**config.mk**
```make
export PLATFORM = sky130hd
export DESIGN_NAME = alarm_controller
export DESIGN_NICKNAME = d
export VERILOG_FILES = /design/src/rtl/alarm_controller_pkg.sv /design/src/rtl/alarm_controller_bcd_field_incr.sv /design/src/rtl/alarm_controller.sv
export SDC_FILE = /design/constraint.sdc
export NUM_CORES = 1
export LEC_CHECK = 0
export CAP_MARGIN = 20
export CORE_MARGIN = 2
export CORE_UTILIZATION = 25
export DETAILED_ROUTE_END_ITERATION = 8
export PLACE_DENSITY = 0.47
export REMOVE_ABC_BUFFERS = 1
export SLEW_MARGIN = 40
export SYNTH_ARGS = -nofsm -noshare
export SYNTH_HDL_FRONTEND = slang
export SYNTH_SLANG_ARGS = --single-unit
```
**constraint.sdc**
```tcl
create_clock -name i_Clock -period 5.3 [get_ports i_Clock]
set_input_delay 1.06 -clock i_Clock [delete_from_list [all_inputs] [get_ports i_Clock]]
set_output_delay 1.06 -clock i_Clock [all_outputs]
set_load 0.1 [all_outputs]
```
**src/rtl/alarm_controller_pkg.sv**
```systemverilog
// Shared types and constants for the alarm controller: FSM state encoding,
// BCD field limits and display blink masks.
package alarm_controller_pkg;

  typedef enum logic [2:0] {
    ST_IDLE     = 3'd0,
    ST_SET_HOUR = 3'd1,
    ST_SET_MIN  = 3'd2,
    ST_RING     = 3'd3,
    ST_SNOOZE   = 3'd4
  } state_t;

  localparam int HOUR_MAX_TENS  = 2;
  localparam int HOUR_MAX_UNITS = 3;
  localparam int MIN_MAX_TENS   = 5;
  localparam int MIN_MAX_UNITS  = 9;

  localparam logic [1:0] DISP_NONE = 2'b00;
  localparam logic [1:0] DISP_HOUR = 2'b10;
  localparam logic [1:0] DISP_MIN  = 2'b01;

  function automatic logic is_set_state(input state_t st);
    logic r;
    case (st)
      ST_SET_HOUR: r = 1'b1;
      ST_SET_MIN:  r = 1'b1;
      default:     r = 1'b0;
    endcase
    return r;
  endfunction

  function automatic logic [1:0] disp_mask(input state_t st);
    logic [1:0] m;
    case (st)
      ST_SET_HOUR: m = DISP_HOUR;
      ST_SET_MIN:  m = DISP_MIN;
      default:     m = DISP_NONE;
    endcase
    return m;
  endfunction

endpackage

```
**src/rtl/alarm_controller_bcd_field_incr.sv**
```systemverilog
// Combinational next value of a two-digit BCD field, wrapping to 00 after
// the configured maximum (out-of-range values also wrap to 00).
module bcd_field_incr #(
  parameter int TENS_W    = 3,
  parameter int MAX_TENS  = 5,
  parameter int MAX_UNITS = 9
) (
  input  logic [3:0]        units,
  input  logic [TENS_W-1:0] tens,
  output logic [3:0]        next_units,
  output logic [TENS_W-1:0] next_tens
);

  logic at_max_s;

  // Detect the terminal value (or anything beyond it) of the field.
  always_comb begin
    at_max_s = 1'b0;
    if (tens > TENS_W'(MAX_TENS)) begin
      at_max_s = 1'b1;
    end else if ((tens == TENS_W'(MAX_TENS)) && (units >= 4'(MAX_UNITS))) begin
      at_max_s = 1'b1;
    end else begin
      at_max_s = 1'b0;
    end
  end

  // Increment with decimal carry from units into tens.
  always_comb begin
    next_units = 4'd0;
    next_tens  = {TENS_W{1'b0}};
    if (at_max_s) begin
      next_units = 4'd0;
      next_tens  = {TENS_W{1'b0}};
    end else if (units >= 4'd9) begin
      next_units = 4'd0;
      next_tens  = tens + {{(TENS_W-1){1'b0}}, 1'b1};
    end else begin
      next_units = units + 4'd1;
      next_tens  = tens;
    end
  end

endmodule

```
**src/rtl/alarm_controller.sv**
```systemverilog
// Alarm sequencing for the FPGA clock: alarm HH:MM editing, arming, ringing,
// snooze and display steering, all outputs registered.
module alarm_controller
  import alarm_controller_pkg::*;
#(
  parameter int RING_SECONDS    = 60,
  parameter int SNOOZE_SECONDS  = 300,
  parameter int SET_TIMEOUT_SEC = 10
) (
  input  logic       i_Clock,
  input  logic       i_Reset_n,
  input  logic       i_Enable_1Hz,
  input  logic       i_Released_Button_Alarm,
  input  logic       i_Released_Button_Up,
  input  logic       i_Clock_Mode_Idle,
  input  logic [3:0] i_Units_Sec,
  input  logic [2:0] i_Tens_Sec,
  input  logic [3:0] i_Units_Min,
  input  logic [2:0] i_Tens_Min,
  input  logic [3:0] i_Units_Hour,
  input  logic [1:0] i_Tens_Hour,
  output logic [3:0] o_Alarm_Units_Min,
  output logic [2:0] o_Alarm_Tens_Min,
  output logic [3:0] o_Alarm_Units_Hour,
  output logic [1:0] o_Alarm_Tens_Hour,
  output logic       o_Display_Select_Alarm,
  output logic [1:0] o_Display_Enable_Digits,
  output logic       o_Alarm_Armed,
  output logic       o_Buzzer_Enable
);

  localparam int IDLE_W   = $clog2(SET_TIMEOUT_SEC + 1);
  localparam int RING_W   = $clog2(RING_SECONDS + 1);
  localparam int SNOOZE_W = $clog2(SNOOZE_SECONDS + 1);

  state_t               state_r, state_s;
  logic [IDLE_W-1:0]    idle_cnt_r, idle_cnt_s;
  logic [RING_W-1:0]    ring_cnt_r, ring_cnt_s;
  logic [SNOOZE_W-1:0]  snooze_cnt_r, snooze_cnt_s;
  logic                 match_prev_r;
  logic                 match_s, match_rise_s;
  logic                 armed_s;
  logic [3:0]           units_hour_s, units_min_s;
  logic [1:0]           tens_hour_s;
  logic [2:0]           tens_min_s;
  logic [3:0]           hour_units_inc_s, min_units_inc_s;
  logic [1:0]           hour_tens_inc_s;
  logic [2:0]           min_tens_inc_s;

  bcd_field_incr #(
    .TENS_W   (2),
    .MAX_TENS (HOUR_MAX_TENS),
    .MAX_UNITS(HOUR_MAX_UNITS)
  ) u_hour_incr (
    .units     (o_Alarm_Units_Hour),
    .tens      (o_Alarm_Tens_Hour),
    .next_units(hour_units_inc_s),
    .next_tens (hour_tens_inc_s)
  );

  bcd_field_incr #(
    .TENS_W   (3),
    .MAX_TENS (MIN_MAX_TENS),
    .MAX_UNITS(MIN_MAX_UNITS)
  ) u_min_incr (
    .units     (o_Alarm_Units_Min),
    .tens      (o_Alarm_Tens_Min),
    .next_units(min_units_inc_s),
    .next_tens (min_tens_inc_s)
  );

  // Match level is state-independent so that a dismiss during second 00 cannot re-trigger.
  always_comb begin
    match_s = o_Alarm_Armed
            && (i_Tens_Hour  == o_Alarm_Tens_Hour)
            && (i_Units_Hour == o_Alarm_Units_Hour)
            && (i_Tens_Min   == o_Alarm_Tens_Min)
            && (i_Units_Min  == o_Alarm_Units_Min)
            && (i_Tens_Sec   == 3'd0)
            && (i_Units_Sec  == 4'd0);
    match_rise_s = match_s && !match_prev_r;
  end

  // Next-state, alarm register and counter logic.
  always_comb begin
    state_s      = state_r;
    idle_cnt_s   = idle_cnt_r;
    ring_cnt_s   = ring_cnt_r;
    snooze_cnt_s = snooze_cnt_r;
    armed_s      = o_Alarm_Armed;
    units_hour_s = o_Alarm_Units_Hour;
    tens_hour_s  = o_Alarm_Tens_Hour;
    units_min_s  = o_Alarm_Units_Min;
    tens_min_s   = o_Alarm_Tens_Min;

    if ((state_r != ST_IDLE) && !i_Clock_Mode_Idle) begin
      state_s = ST_IDLE;
    end else begin
      case (state_r)
        ST_IDLE: begin
          if (i_Released_Button_Alarm) begin
            if (i_Clock_Mode_Idle) begin
              state_s    = ST_SET_HOUR;
              idle_cnt_s = {IDLE_W{1'b0}};
            end else begin
              state_s = ST_IDLE;
            end
          end else if (i_Released_Button_Up) begin
            armed_s = !o_Alarm_Armed;
          end else if (match_rise_s) begin
            state_s    = ST_RING;
            ring_cnt_s = {RING_W{1'b0}};
          end else begin
            state_s = ST_IDLE;
          end
        end

        ST_SET_HOUR: begin
          if (i_Released_Button_Alarm) begin
            state_s    = ST_SET_MIN;
            idle_cnt_s = {IDLE_W{1'b0}};
          end else if (i_Released_Button_Up) begin
            units_hour_s = hour_units_inc_s;
            tens_hour_s  = hour_tens_inc_s;
            idle_cnt_s   = {IDLE_W{1'b0}};
          end else if (i_Enable_1Hz) begin
            if (idle_cnt_r >= IDLE_W'(SET_TIMEOUT_SEC - 1)) begin
              state_s    = ST_IDLE;
              idle_cnt_s = IDLE_W'(SET_TIMEOUT_SEC);
            end else begin
              idle_cnt_s = idle_cnt_r + {{(IDLE_W-1){1'b0}}, 1'b1};
            end
          end else begin
            state_s = ST_SET_HOUR;
          end
        end

        ST_SET_MIN: begin
          if (i_Released_Button_Alarm) begin
            state_s = ST_IDLE;
            armed_s = 1'b1;
          end else if (i_Released_Button_Up) begin
            units_min_s = min_units_inc_s;
            tens_min_s  = min_tens_inc_s;
            idle_cnt_s  = {IDLE_W{1'b0}};
          end else if (i_Enable_1Hz) begin
            if (idle_cnt_r >= IDLE_W'(SET_TIMEOUT_SEC - 1)) begin
              state_s    = ST_IDLE;
              idle_cnt_s = IDLE_W'(SET_TIMEOUT_SEC);
            end else begin
              idle_cnt_s = idle_cnt_r + {{(IDLE_W-1){1'b0}}, 1'b1};
            end
          end else begin
            state_s = ST_SET_MIN;
          end
        end

        ST_RING: begin
          if (i_Released_Button_Alarm) begin
            state_s = ST_IDLE;
          end else if (i_Released_Button_Up) begin
            state_s      = ST_SNOOZE;
            snooze_cnt_s = SNOOZE_W'(SNOOZE_SECONDS);
          end else if (i_Enable_1Hz) begin
            if (ring_cnt_r >= RING_W'(RING_SECONDS - 1)) begin
              state_s    = ST_IDLE;
              ring_cnt_s = RING_W'(RING_SECONDS);
            end else begin
              ring_cnt_s = ring_cnt_r + {{(RING_W-1){1'b0}}, 1'b1};
            end
          end else begin
            state_s = ST_RING;
          end
        end

        ST_SNOOZE: begin
          if (i_Released_Button_Alarm) begin
            state_s = ST_IDLE;
          end else if (i_Enable_1Hz) begin
            // The tick that brings the count to zero re-enters RING directly.
            if (snooze_cnt_r <= SNOOZE_W'(1)) begin
              state_s      = ST_RING;
              snooze_cnt_s = {SNOOZE_W{1'b0}};
              ring_cnt_s   = {RING_W{1'b0}};
            end else begin
              snooze_cnt_s = snooze_cnt_r - {{(SNOOZE_W-1){1'b0}}, 1'b1};
            end
          end else begin
            state_s = ST_SNOOZE;
          end
        end

        default: begin
          state_s = ST_IDLE;
        end
      endcase
    end
  end

  // State, counters, alarm registers and registered display/buzzer outputs.
  always_ff @(posedge i_Clock) begin
    if (!i_Reset_n) begin
      state_r                 <= ST_IDLE;
      idle_cnt_r              <= {IDLE_W{1'b0}};
      ring_cnt_r              <= {RING_W{1'b0}};
      snooze_cnt_r            <= {SNOOZE_W{1'b0}};
      match_prev_r            <= 1'b0;
      o_Alarm_Armed           <= 1'b0;
      o_Alarm_Units_Hour      <= 4'd0;
      o_Alarm_Tens_Hour       <= 2'd0;
      o_Alarm_Units_Min       <= 4'd0;
      o_Alarm_Tens_Min        <= 3'd0;
      o_Display_Select_Alarm  <= 1'b0;
      o_Display_Enable_Digits <= DISP_NONE;
      o_Buzzer_Enable         <= 1'b0;
    end else begin
      state_r                 <= state_s;
      idle_cnt_r              <= idle_cnt_s;
      ring_cnt_r              <= ring_cnt_s;
      snooze_cnt_r            <= snooze_cnt_s;
      match_prev_r            <= match_s;
      o_Alarm_Armed           <= armed_s;
      o_Alarm_Units_Hour      <= units_hour_s;
      o_Alarm_Tens_Hour       <= tens_hour_s;
      o_Alarm_Units_Min       <= units_min_s;
      o_Alarm_Tens_Min        <= tens_min_s;
      o_Display_Select_Alarm  <= is_set_state(state_s);
      o_Display_Enable_Digits <= disp_mask(state_s);
      o_Buzzer_Enable         <= (state_s == ST_RING);
    end
  end

endmodule
```
==> impl_metrics.ini <==
[run_status]
outcome = complete, no violations

[global_routing]
grt_pass1_vias = 2139
grt_pass1_wl_um = 10000
grt_overflow_total = 0
antenna_found_initial = 0
track_usage_pct = 11.9
grt_max_degree = 18

[synthesis]
synth_edf_count = 0
synthArstFlopShare_pct = 0
synth-seq-area-share_pct = 33.8
synth_ff_type = dfxtp_1
synthDominantCellAreaShare_pct = 33.8
ys_ff_latch = 41
synth_area_per_cell_um2 = 8.11
syn_area_mm2 = 0.00243
synth_area_leaders = dfxtp_1, nor2_1, ha_1
synthDistinctLibCells = 51
synth_top_area_cell = dfxtp_1
synthCells = 299
yosysWarnings = 0

[drt]
wl_per_cell_um = 12.7
vias = 2248
wirelength_um = 5960
via_per_inst = 4.78
first_iter_violations = 87
antenna_left = 0
dr.pass1.iters = 4
drc = 0

[cells_and_area]
nets = 381
multi_input_area_mm2 = 0.00148
num_antenna_cells = 0
final_common_cell = nor2_1
syn_to_final_growth_pct = 23.2
n_fill_cell = 1015
ff_latch_area_um2 = 821
layout_common_cells = nor2_1, dfxtp_1, clkdlybuf4s50_1, a21oi_1, inv_1
layout-drive-gt1-share_pct = 12.6

[timing]
finalSetupTns_ns = 0
rsz0062_at_grt = no
fin_skew_ns = 0.00816
hold_violations = 0
max_freq_mhz = 323
whs_ns = 0.493
slew_violations = 0
worst_pin_slew_ns = 0.562
finalSetupViolCount = 0
setup_ws_ns = 2.21
min_period_over_period_pct = 58.3
period_minus_slack_ns = 3.09
max_slew_margin_pct = 62.1

[cts]
clkTransAtPathRegs_ns = 0.08
clkLatencyLatePin_ns = 0.30
post_cts_buffers = 0
cts.sinks = 41
ctsResizeCount = 0
cts_buffers = 5
cts_tree = done
clockBufferDepth = 2
root_buffer = clkbuf_8
h-tree-depth = 2
cts_hold_buf = 0

[power_and_ir_drop]
leakage_nw = 1.11
power_uw = 626
powerDensity_mw_per_mm2 = 209
irDropWorstVdd_v = 0.0000864

[worst_setup_path]
crit_chain = clkdlybuf4s50_1, nor4b_1, nand4_1, nor4_1, o211ai_1, or4_1, a21oi_1
crit_buf_inv = 1
crit_family = simple AND/OR/NAND/NOR gates
cp_slowest_stage_delay_ns = 0.52
end_kind = flip-flop
reg2reg_depth = 6
cp-start-kind = input port
critical_path_class = in2reg
cp_max_fo = 6
critical_path_arrival_ns = 3.32
cp_data_required_time_ns = 5.53
r2r-start = o_Alarm_Units_Min[0]$_SDFFE_PN0P_
rr_endpoint = ring_cnt_r[0]$_SDFFE_PN0P_
r2r_setup_slack_ns = 3.00
slowest_stage = or4_1

[die]
die_y_um = 103
die_w_um = 103
initial_core_util_pct = 26.0
rows = 35
core_area_mm2 = 0.00933
dieArea_mm2 = 0.0105
pin_count = 44

[job]
cap_violations = 0

[placed_design]
dp_hpwl_um = 4460
io_buffers = 43
place_ws_ns = 1.70
place_congestion = 0.788

[min_path]
hold_end = snooze_cnt_r[4]$_SDFFE_PN0P_
hold_path.class = reg2reg
hp-start = snooze_cnt_r[4]$_SDFFE_PN0P_
hold_path_depth = 2
==> metal layers <==
layer / global-route usage, % / share of wire, %
met5: 0 / 0
met2: 19.0 / 44
met3: 2.78 / 5.7
met4: 2.87 / 0.87
met1: 16.3 / 49
==> layout make-up <==
| class | instances | share of cell area (%) |
|---|---|---|
| Clock buffer | 7 | 3.22 |
| Clock inverter | 1 | 0.167 |
| Inverter | 19 | 2.39 |
| Multi-Input combinational cell | 228 | 49.6 |
| Sequential cell | 41 | 27.5 |
| Tap cell | 129 | 5.40 |
| Timing Repair Buffer | 45 | 11.8 |
==> sequential cells by signal, summed over array words and instances, names as in the netlist <==
signal / count
idle_cnt_r: 4
match_prev_r: 1
o_Alarm_Armed: 1
o_Alarm_Tens_Hour: 2
o_Alarm_Tens_Min: 3
o_Alarm_Units_Hour: 4
o_Alarm_Units_Min: 4
o_Buzzer_Enable: 1
o_Display_Enable_Digits: 2
o_Display_Select_Alarm: 1
ring_cnt_r: 6
snooze_cnt_r: 9
state_r: 3
==> synthesized netlist by cell type, types with 3 or more instances <==
cell	instances
nand3_1	12
xnor2_1	17
dfxtp_1	41
buf_2	3
nand2_1	16
o221a_2	8
o21ai_1	3
nor2_1	53
o21ai_0	4
inv_1	19
a31oi_1	7
a21oi_1	22
nor3_1	12
a211oi_1	3
ha_1	15
nand4_1	4
or3_1	3
clkbuf_1	7
nor4_1	6
==> worst max-delay path by stage <==
stage                                 end  slack (ns)           from  cells past startpoint
2_1_floorplan  ring_cnt_r[0]$_SDFFE_PN0P_        2.55  i_Tens_Sec[1]                      6
3_3_place_gp   ring_cnt_r[0]$_SDFFE_PN0P_        1.70  i_Tens_Sec[1]                      7
3_5_place_dp   ring_cnt_r[0]$_SDFFE_PN0P_        1.70  i_Tens_Sec[1]                      7
4_1_cts        ring_cnt_r[0]$_SDFFE_PN0P_        2.00  i_Tens_Sec[1]                      7
5_1_grt        ring_cnt_r[5]$_SDFFE_PN0P_        2.02  i_Tens_Sec[0]                      8
6_report       ring_cnt_r[0]$_SDFFE_PN0P_        2.21  i_Tens_Sec[1]                      7
==> power breakdown <==
part	internal, mW	switching [mW]
registers	0.311	0.00517
clock network	0.118	0.113
logic	0.0328	0.0458
==> logic make-up after synthesis <==
group | after synthesis | synth area share, %
AOI/OAI and AO/OA | 72 | 21.3
xor gates and xnor gates | 19 | 6.86
adders and majority gates | 15 | 7.74
buffers and inverters | 30 | 5.11
DFF | 41 | 33.8
and+or+nand+nor | 122 | 25.2
==> worst register-to-register path, stage by stage, from the launching register on <==
cell	delay, ns
dfxtp_1	0.51
xnor2_1	0.19
nand4_1	0.13
nor4_1	0.50
o211ai_1	0.27
or4_1	0.52
a21oi_1	0.12
==> through the flow <==
step                cells  area (um2)  utilization, %
floorplan             288        2370               -
global placement      461        2970            31.9
detailed placement    461        2880            30.9
CTS                   469        2980            32.0
global route          470        2990            32.0
finish                470        2990            32.0
No activity file was read; power rests on OpenSTA's default activity.
